===== src/rtl/fifo_rd_ctrl.sv =====
// Read-domain controller for the SpyBuffer async FIFO: pointers, empty flag, FWFT output register.
// Optional occupancy count and almost-empty flag are built when FIFO_RD_COUNT_EN is defined.
module fifo_rd_ctrl #(
    parameter int unsigned ADDRSIZE      = 4,
    parameter int unsigned DATASIZE      = 32,
    parameter int unsigned AEMPTY_THRESH = 2
) (
    input  logic                rclk,
    input  logic                rrst_n,
    input  logic [ADDRSIZE:0]   rq2_wptr,
    input  logic [DATASIZE-1:0] rdata_mem,
    output logic [ADDRSIZE-1:0] raddr,
    output logic                ren,
    output logic [ADDRSIZE:0]   rptr,
    output logic                rempty,
    output logic [DATASIZE-1:0] dout,
    output logic                dout_valid,
    input  logic                dout_ready,
    output logic [ADDRSIZE:0]   rcount,
    output logic                raempty
);

    logic [ADDRSIZE:0]   rbin_q, rbin_d;
    logic [ADDRSIZE:0]   rptr_q, rptr_d;
    logic                rempty_q, rempty_d;
    logic [DATASIZE-1:0] dout_q, dout_d;
    logic                dout_valid_q, dout_valid_d;
    logic [ADDRSIZE:0]   rbinnext;
    logic [ADDRSIZE:0]   rgraynext;

    always_comb begin
        ren       = !rempty_q && (!dout_valid_q || dout_ready);
        rbinnext  = rbin_q + {{ADDRSIZE{1'b0}}, ren};
        rgraynext = (rbinnext >> 1) ^ rbinnext;
        rbin_d    = rbinnext;
        rptr_d    = rgraynext;
        rempty_d  = (rgraynext == rq2_wptr);
    end

    // A fetch into the output register takes priority over draining it, so a
    // word can leave and the next arrive on the same edge.
    always_comb begin
        dout_d       = dout_q;
        dout_valid_d = dout_valid_q;
        if (ren) begin
            dout_d       = rdata_mem;
            dout_valid_d = 1'b1;
        end else if (dout_valid_q && dout_ready) begin
            dout_valid_d = 1'b0;
        end
    end

    always_ff @(posedge rclk or negedge rrst_n) begin
        if (!rrst_n) begin
            rbin_q       <= '0;
            rptr_q       <= '0;
            rempty_q     <= 1'b1;
            dout_q       <= '0;
            dout_valid_q <= 1'b0;
        end else begin
            rbin_q       <= rbin_d;
            rptr_q       <= rptr_d;
            rempty_q     <= rempty_d;
            dout_q       <= dout_d;
            dout_valid_q <= dout_valid_d;
        end
    end

    assign raddr      = rbin_q[ADDRSIZE-1:0];
    assign rptr       = rptr_q;
    assign rempty     = rempty_q;
    assign dout       = dout_q;
    assign dout_valid = dout_valid_q;

`ifdef FIFO_RD_COUNT_EN
    localparam int unsigned AEMPTY_CLAMP =
        (AEMPTY_THRESH > (2 ** ADDRSIZE)) ? (2 ** ADDRSIZE) : AEMPTY_THRESH;
    localparam logic [ADDRSIZE:0] AEMPTY_LIM = (ADDRSIZE + 1)'(AEMPTY_CLAMP);

    logic [ADDRSIZE:0] rq2_wbin;
    logic [ADDRSIZE:0] rcount_q, rcount_d;
    logic              raempty_q, raempty_d;

    // Bit i of the binary value is the XOR of all Gray bits at or above i.
    always_comb begin
        rq2_wbin = '0;
        for (int unsigned i = 0; i <= ADDRSIZE; i++) begin
            rq2_wbin[i] = ^(rq2_wptr >> i);
        end
        rcount_d  = rq2_wbin - rbinnext;
        raempty_d = (rcount_d <= AEMPTY_LIM);
    end

    always_ff @(posedge rclk or negedge rrst_n) begin
        if (!rrst_n) begin
            rcount_q  <= '0;
            raempty_q <= 1'b1;
        end else begin
            rcount_q  <= rcount_d;
            raempty_q <= raempty_d;
        end
    end

    assign rcount  = rcount_q;
    assign raempty = raempty_q;
`else
    // With no count the RAM always reads as holding zero words.
    localparam logic RAEMPTY_IDLE = (AEMPTY_THRESH >= 0);

    assign rcount  = '0;
    assign raempty = RAEMPTY_IDLE;
`endif

endmodule


===== config.mk =====
export PLATFORM = sky130hd
export DESIGN_NAME = fifo_rd_ctrl
export DESIGN_NICKNAME = d
export VERILOG_FILES = /design/src/rtl/fifo_rd_ctrl.sv
export SDC_FILE = /design/constraint.sdc
export NUM_CORES = 1
export LEC_CHECK = 0
export ABC_CLOCK_PERIOD_IN_PS = 3600
export CORE_UTILIZATION = 39
export CTS_BUF_LIST = sky130_fd_sc_hd__clkbuf_4 sky130_fd_sc_hd__clkbuf_8 sky130_fd_sc_hd__clkbuf_16
export DETAILED_ROUTE_END_ITERATION = 12
export GPL_ROUTABILITY_DRIVEN = 0
export PLACE_DENSITY = 0.83
export REMOVE_ABC_BUFFERS = 1
export SLEW_MARGIN = 30
export SYNTH_ARGS = -nofsm -noshare
export SYNTH_HDL_FRONTEND = slang
export SYNTH_SLANG_ARGS = --single-unit

===== constraint.sdc =====
create_clock -name rclk -period 3.6 [get_ports rclk]
set_input_delay 0.36 -clock rclk [delete_from_list [all_inputs] [get_ports rclk]]
set_output_delay 0.36 -clock rclk [all_outputs]
set_load 0.05 [all_outputs]

==> out/qor.txt <==
=================================================================================
Antenna diode count ................................................            0
Critical path startpoint ...........................................   dout_ready
Number of global-route vias before repair ..........................         1205
Y dimension of the die ............................................. 69.0 microns
Cells resized by post-CTS repair ...................................            0
Slowest-stage cell, CP ............................................. sky130_fd_sc_hd__clkdlybuf4s50_1
Dominant cell type by area after synthesis ......................... sky130_fd_sc_hd__dfrtp_1
Maximum number of pins on one net before global-route repair .......           44
HPWL after DPL .....................................................      2.43 mm
Total track usage ..................................................        0.150
Post-route DRC violation count .....................................            0
Clock network fraction of design power .............................        0.145
Internal reg-to-reg setup slack ....................................      1.22 ns
Core footprint .....................................................   4320 sq um
Overflow left after global routing .................................            0
Category of the most critical setup path ........................... primary input to output pin
CTS tree ...........................................................        built
Critical path data required time ...................................      3.24 ns
Filler Cell Count ..................................................          350
Crit-path leading delay family ..................................... buffers and inverters
Hold Violations, Final .............................................            0
Post-detailed-route wirelength per cell ............................ 12.9 microns
Insertion delay of the later-clocked pin in the worst-skew pair ....      0.29 ns
CTS Buf Count ......................................................            5
RSZ-0062 raised after global routing ...............................        false
Worst voltage drop across the vdd grid .............................   0.000612 V
Number of vias per cell ............................................         4.61
Data arrival time at the worst-slack endpoint ......................      2.35 ns
Final layout net count .............................................          244
Post-synthesis register bit count ..................................           43
Least-Margin Pin Slew ..............................................     0.530 ns
Vias ...............................................................         1175
Layout Cell Area excl Fill .........................................   2740 sq um
Outcome ............................................................    completed
Total of endpoints with negative setup slack in the final report ...            0
Yosys warns ........................................................            0
Count of hold buffers inserted by post-cts repair ..................            0
Die X-Extent ....................................................... 69.0 microns
Worst clock skew on the final layout ...............................   0.00469 ns
Logic gate share of total power ....................................        0.564
End of the worst register-to-register path ......................... rempty$_DFF_PN1_
Number of primary I/O pins .........................................           90
Synth area leaders ................................................. sky130_fd_sc_hd__dfrtp_1 (60%), sky130_fd_sc_hd__mux2_2 (21%), sky130_fd_sc_hd__xor2_1 (4.0%)
Startpoint type of the worst setup path ............................ primary input
Post-CTS setup buffer count ........................................            0
Global-route wire length before repair .............................      5.60 mm
Period utilization .................................................        0.753
Stages on worst setup path .........................................            5
Critical Path Most Common Cell ..................................... sky130_fd_sc_hd__clkdlybuf4s50_1
Reported net switching power .......................................      1.18 mW
Total Die Area .....................................................   4770 sq um
Synth top area share ...............................................        0.600
Final core area utilization ........................................        0.633
Hold/Removal Path Class ............................................ primary input to async pin
Reg-to-reg startpoint .............................................. rempty$_DFF_PN1_
Clock root buffer master ........................................... sky130_fd_sc_hd__clkbuf_8
Maximum level of the CTS H-tree ....................................            2
Initial antenna violation count ....................................            0
Highest clock frequency the design can meet ........................      369 MHz
Starting utilization of the core area ..............................        0.405
Number of instances in the synthesized netlist .....................          116
Number of placement rows ...........................................           24
Synthesized area ...................................................   1750 sq um
Fraction of layout instances using a drive strength above 1 ........        0.232
Clk sink count .....................................................           43
Count of cells along the worst register-to-register path ...........            7
Leakage power total ................................................      1.16 nW
Minimum period implied by the final worst setup slack ..............      2.71 ns
Final ANT Viol Nets ................................................            0
Hold Worst Slack ...................................................    0.0457 ns
Fraction of the yosys area taken by sequential cells ...............        0.615
Total count of max-transition violations in the final report .......            0
Series of cell instances along the critical path ................... clkdlybuf4s50_1 > inv_1 > a21oi_4 > buf_4 > clkdlybuf4s50_1
Number of buffer and inverter instances along the worst setup path .            4
CP Capture Point ...................................................          ren
Maximum fanout count along the critical path .......................           33
Cell-internal power ................................................      1.45 mW
Power density relative to cell area ................................  958 nW/um^2
Wirelength, routed .................................................      3.30 mm
Sequential Power Share .............................................        0.291
Setup crit end kind ................................................   output pin
P&R area growth vs syn .............................................        56.2%
Avg Synthesized Cell Area ..........................................   15.1 sq um
Distinct cells, synth ..............................................           20
Number of detailed-routing iterations run before antenna repair ....            2
Register clock-pin slew on the reported worst setup and hold paths .      0.08 ns
Delay contributed by the slowest stage of the critical path ........      0.88 ns
# port buffers .....................................................           83
Largest buffer count on any clock path .............................            2
Violation count after the first detailed-route iteration ...........           28
Switching Fraction .................................................        0.448
Max capacitance violation total ....................................            0
Instance area after placement ......................................   2620 sq um
Slew HR ............................................................        0.646
=================================================================================
[power groups by stage]
| stage | logic, mW | clock network, mW | registers, mW |
|---|---|---|---|
| 4_1_cts | 1.49 | 0.393 | 0.766 |
| 6_report | 1.48 | 0.379 | 0.764 |
| 3_5_place_dp | 1.49 | 0 | 0.777 |
| 2_1_floorplan | 0.410 | 0 | 1.37 |
| 5_1_grt | 1.56 | 0.410 | 0.790 |
| 3_3_place_gp | 1.48 | 0 | 0.771 |
[cells by family after synthesis]
logic type | Yosys count | share of synthesized area
buffers and inverters | 13 | 0.0428
DFF | 43 | 0.615
other | 2 | 0.00428
and+or+nand+nor | 8 | 0.0264
muxes | 32 | 0.206
adders and majority gates | 2 | 0.0143
AOI/OAI and AO/OA | 3 | 0.0143
xor gates and xnor gates | 13 | 0.0778
[stage by stage]
| stage | TNS, ns | power, mW | std cells | setup slack, ns |
|---|---|---|---|---|
| 3_3_place_gp | 0 | 2.25 | 247 | 0.853 |
| 2_1_floorplan | -5.26 | 1.78 | 111 | -1.27 |
| 6_report | 0 | 2.62 | 255 | 0.890 |
| 3_5_place_dp | 0 | 2.27 | 247 | 0.772 |
| 4_1_cts | 0 | 2.65 | 255 | 0.864 |
| 5_1_grt | 0 | 2.76 | 255 | 0.794 |
[layer usage]
metal  vias to the layer above  global-route usage  wire [microns]
met2                        58               0.222            1540
met1                       561               0.184            1340
met5                         -                   0               0
met4                         0              0.0612              33
met3                         4              0.0760             387
li1                        552                   -               -
[layout make-up]
class	instances	area, sq um	area share
Clock buffer	6	82.6	0.0302
Inverter	4	15.0	0.00548
Clock inverter	2	35.0	0.0128
Multi-Input combinational cell	64	627	0.229
Timing Repair Buffer	84	836	0.305
Tap cell	52	65.1	0.0238
Sequential cell	43	1080	0.394
[Yosys cell counts]
| library cell | count |
|---|---|
| sky130_fd_sc_hd__xor3_1 | 1 |
| sky130_fd_sc_hd__nand2_1 | 2 |
| sky130_fd_sc_hd__nand3b_1 | 1 |
| sky130_fd_sc_hd__xnor2_2 | 1 |
| sky130_fd_sc_hd__a221oi_2 | 1 |
| sky130_fd_sc_hd__buf_4 | 6 |
| sky130_fd_sc_hd__inv_1 | 4 |
| sky130_fd_sc_hd__mux2_2 | 32 |
| sky130_fd_sc_hd__buf_2 | 3 |
| sky130_fd_sc_hd__or3_2 | 1 |
| sky130_fd_sc_hd__xor2_1 | 8 |
| sky130_fd_sc_hd__ha_1 | 2 |
| sky130_fd_sc_hd__dfstp_2 | 1 |
| sky130_fd_sc_hd__nand3_1 | 3 |
| sky130_fd_sc_hd__o21ai_0 | 1 |
| sky130_fd_sc_hd__or3b_1 | 1 |
| sky130_fd_sc_hd__dfrtp_1 | 42 |
| sky130_fd_sc_hd__a21oi_1 | 1 |
| sky130_fd_sc_hd__conb_1 | 2 |
| sky130_fd_sc_hd__xnor2_1 | 3 |
[registers in the layout (all words and copies together), names as in the netlist]
| signal | cells |
|---|---|
| rbin_q | 5 |
| rptr | 4 |
| dout | 32 |
| dout_valid | 1 |
| rempty | 1 |
[cells in the final DEF, fill, tap and decap left out]
| cell type | count |
|---|---|
| sky130_fd_sc_hd__a21oi_4 | 1 |
| sky130_fd_sc_hd__a221oi_2 | 1 |
| sky130_fd_sc_hd__buf_4 | 2 |
| sky130_fd_sc_hd__bufinv_16 | 1 |
| sky130_fd_sc_hd__clkbuf_8 | 6 |
| sky130_fd_sc_hd__clkdlybuf4s50_1 | 82 |
| sky130_fd_sc_hd__clkinv_2 | 1 |
| sky130_fd_sc_hd__conb_1 | 6 |
| sky130_fd_sc_hd__dfrtp_1 | 42 |
| sky130_fd_sc_hd__dfstp_2 | 1 |
| sky130_fd_sc_hd__ha_1 | 2 |
| sky130_fd_sc_hd__inv_1 | 4 |
| sky130_fd_sc_hd__mux2_2 | 32 |
| sky130_fd_sc_hd__nand2_1 | 2 |
| sky130_fd_sc_hd__nand3_1 | 3 |
| sky130_fd_sc_hd__nand3b_1 | 1 |
| sky130_fd_sc_hd__o21ai_0 | 1 |
| sky130_fd_sc_hd__or3_2 | 1 |
| sky130_fd_sc_hd__or3b_1 | 1 |
| sky130_fd_sc_hd__xnor2_1 | 3 |
| sky130_fd_sc_hd__xnor2_2 | 1 |
| sky130_fd_sc_hd__xor2_1 | 8 |
| sky130_fd_sc_hd__xor3_1 | 1 |
[worst min path at each step]
stage / end / slack [ns] / startpoint / depth (start not counted)
2_1_floorplan: dout[0]$_DFFE_PN0P_ / 0.06 / rrst_n / 0
5_1_grt: dout[9]$_DFFE_PN0P_ / 0.09 / rrst_n / 1
4_1_cts: rbin_q[4]$_DFF_PN0_ / 0.25 / rrst_n / 1
6_report: rbin_q[4]$_DFF_PN0_ / 0.05 / rrst_n / 1
3_5_place_dp: dout_valid$_DFFE_PN0P_ / 0.49 / rempty$_DFF_PN1_ / 1
3_3_place_gp: dout_valid$_DFFE_PN0P_ / 0.47 / rempty$_DFF_PN1_ / 1
Power figures use the tool's default switching activity.
==> variant, RTL diff (config.mk and constraints unchanged) <==
Add a define of `FIFO_RD_COUNT_EN`.
--- a/src/rtl/fifo_rd_ctrl.sv
+++ b/src/rtl/fifo_rd_ctrl.sv
@@ -2,2 +2,4 @@
 // Optional occupancy count and almost-empty flag are built when FIFO_RD_COUNT_EN is defined.
+`define FIFO_RD_COUNT_EN
+
 module fifo_rd_ctrl #(
Behaviour: not the same (Yosys sat finds a counterexample within 4 cycles, from zero or initial values and one cycle with rrst_n low).
==> variant against the original RTL <==
- sequential cell count increased by 6
- synthesized cell count grew 34%
- power grew 31%
- wire length increased by 37%
- sequential share of layout area is 1.7 points lower
- area after synthesis is 25% higher
- first-iteration DRC count up 79%
- final area is 19% higher
- setup slack got worse by 0.32 ns
- highest routed layer unchanged
==> variant: results (changes against the original RTL) <==
Worst setup path
  – Reg2reg end: raempty
  – RR Startpoint: rempty
  – R2r worst-path depth: 10 (+3)
  – Max FO, Critical Path: 5 (-85%)
  – Worst R2R Setup Slack: 1.08 ns (-0.14 ns)
  – Setup crit end: rcount[4]
  – Critical Path AT: 3.21 ns (+0.86 ns)
  – CP startpoint: rq2_wptr[3]

Routing
  – Met2 Routed Length: 2110 µm (+37%)
  – Iter 0 DRT Violations: 50 (+79%)
  – WL met1: 1990 µm (+48%)
  – Final wirelength: 4520 µm (+37%)
  – DRT Pass-1 Iters: 4 (+2)
  – Met3 wire len: 371 µm (-4.1%)
  – Drt via density: 4.83 (+4.9%)

Pwr
  – Total sequential power: 0.896 mW (+17%)
  – Comb pwr: 2.21 mW (+49%)
  – Switching fraction of total power: 47.6% (+2.8 points)
  – Peak VDD IR: 0.407 mV (-34%)
  – Cell Pwr Density: 1050 nW/µm² (+9.6%)
  – Static Leak: 1.38 nW (+19%)

Place
  – Hpwl dp: 3450 µm (+42%)
  – Pre-CTS setup slack: 0.271 ns (-0.501 ns)
  – # port buffers: 89 (+7.2%)

Global route
  – Met3 usage: 5.71% (-1.9 points)
  – Tot GR Track Use: 15.9% (+0.95 points)
  – Maximum number of pins on one net before global-route repair: 50 (+14%)
  – Grt met2 use: 25.6% (+3.4 points)
  – GR Util met1: 19.8% (+1.4 points)
  – First-pass GRT wire length: 7270 µm (+30%)

Timing
  – Clk_skew: 0.00641 ns (+0.00172 ns)
  – Max-slew headroom: 59.7% (-4.8 points)
  – Fin Hold WS: 0.0787 ns (+0.0330 ns)

Yosys
  – Yosys cell types: 37 (+85%)
  – Sequential area share after synthesis: 56.1% (-5.3 points)
  – Async SR Flop Fraction: 100% (unchanged)
  – List of most frequent post-synthesis cells: dfrtp_1, mux2_2, inv_1, xnor2_1, xor2_1
  – Post-Syn Instances: 155 (+34%)
  – Total of warnings raised by yosys: 0 (unchanged)
  – Synth area leaders: dfrtp_1, mux2_2, xnor2_1

Run status
  – Status: finished, final reports clean

Clock network
  – Max clock buf depth: 2 (unchanged)
  – # Post-CTS Setup Buffers: 0 (unchanged)
  – Root Buffer Master: clkbuf_8

Final layout
  – Net count, final: 295 (+21%)
  – Share of cells above drive strength 1: 22.4% (-0.75 points)
variant: worst max-delay path: stages:
cell	delay, ns
clkdlybuf4s50_1	0.61
xnor3_2	0.46
xnor2_4	0.24
xnor2_1	0.15
ha_1	0.20
inv_1	0.06
ha_1	0.21
or2_2	0.29
a221oi_1	0.28
nor4_1	0.10
or2_1	0.23
variant: through the flow:
stage	setup TNS (ns)	cell area (µm²)	std cells	utilization [%]
global route	0	3270	320	62.0
floorplan	-11.41	2160	150	-
global placement	0	3170	313	60.2
detailed placement	0	3180	313	60.3
finish	0	3270	320	62.0
CTS	0	3270	320	62.0
variant: cell families after synthesis:
family | synth area share [%]
buffers and inverters | 3.09
muxes | 16.5
DFF | 56.1
and+or+nand+nor | 4.74
adders and majority gates | 2.86
AOI/OAI and AO/OA | 5.14
xor gates and xnor gates | 11.6
variant: cell type report:
type	count	area, µm²
flip-flops and latches	49	1230
repair buffers	93	918
fillers	444	2000
clock buffers	7	90.1
multi-input cells	91	905
inverters	10	37.5
well taps	70	87.6
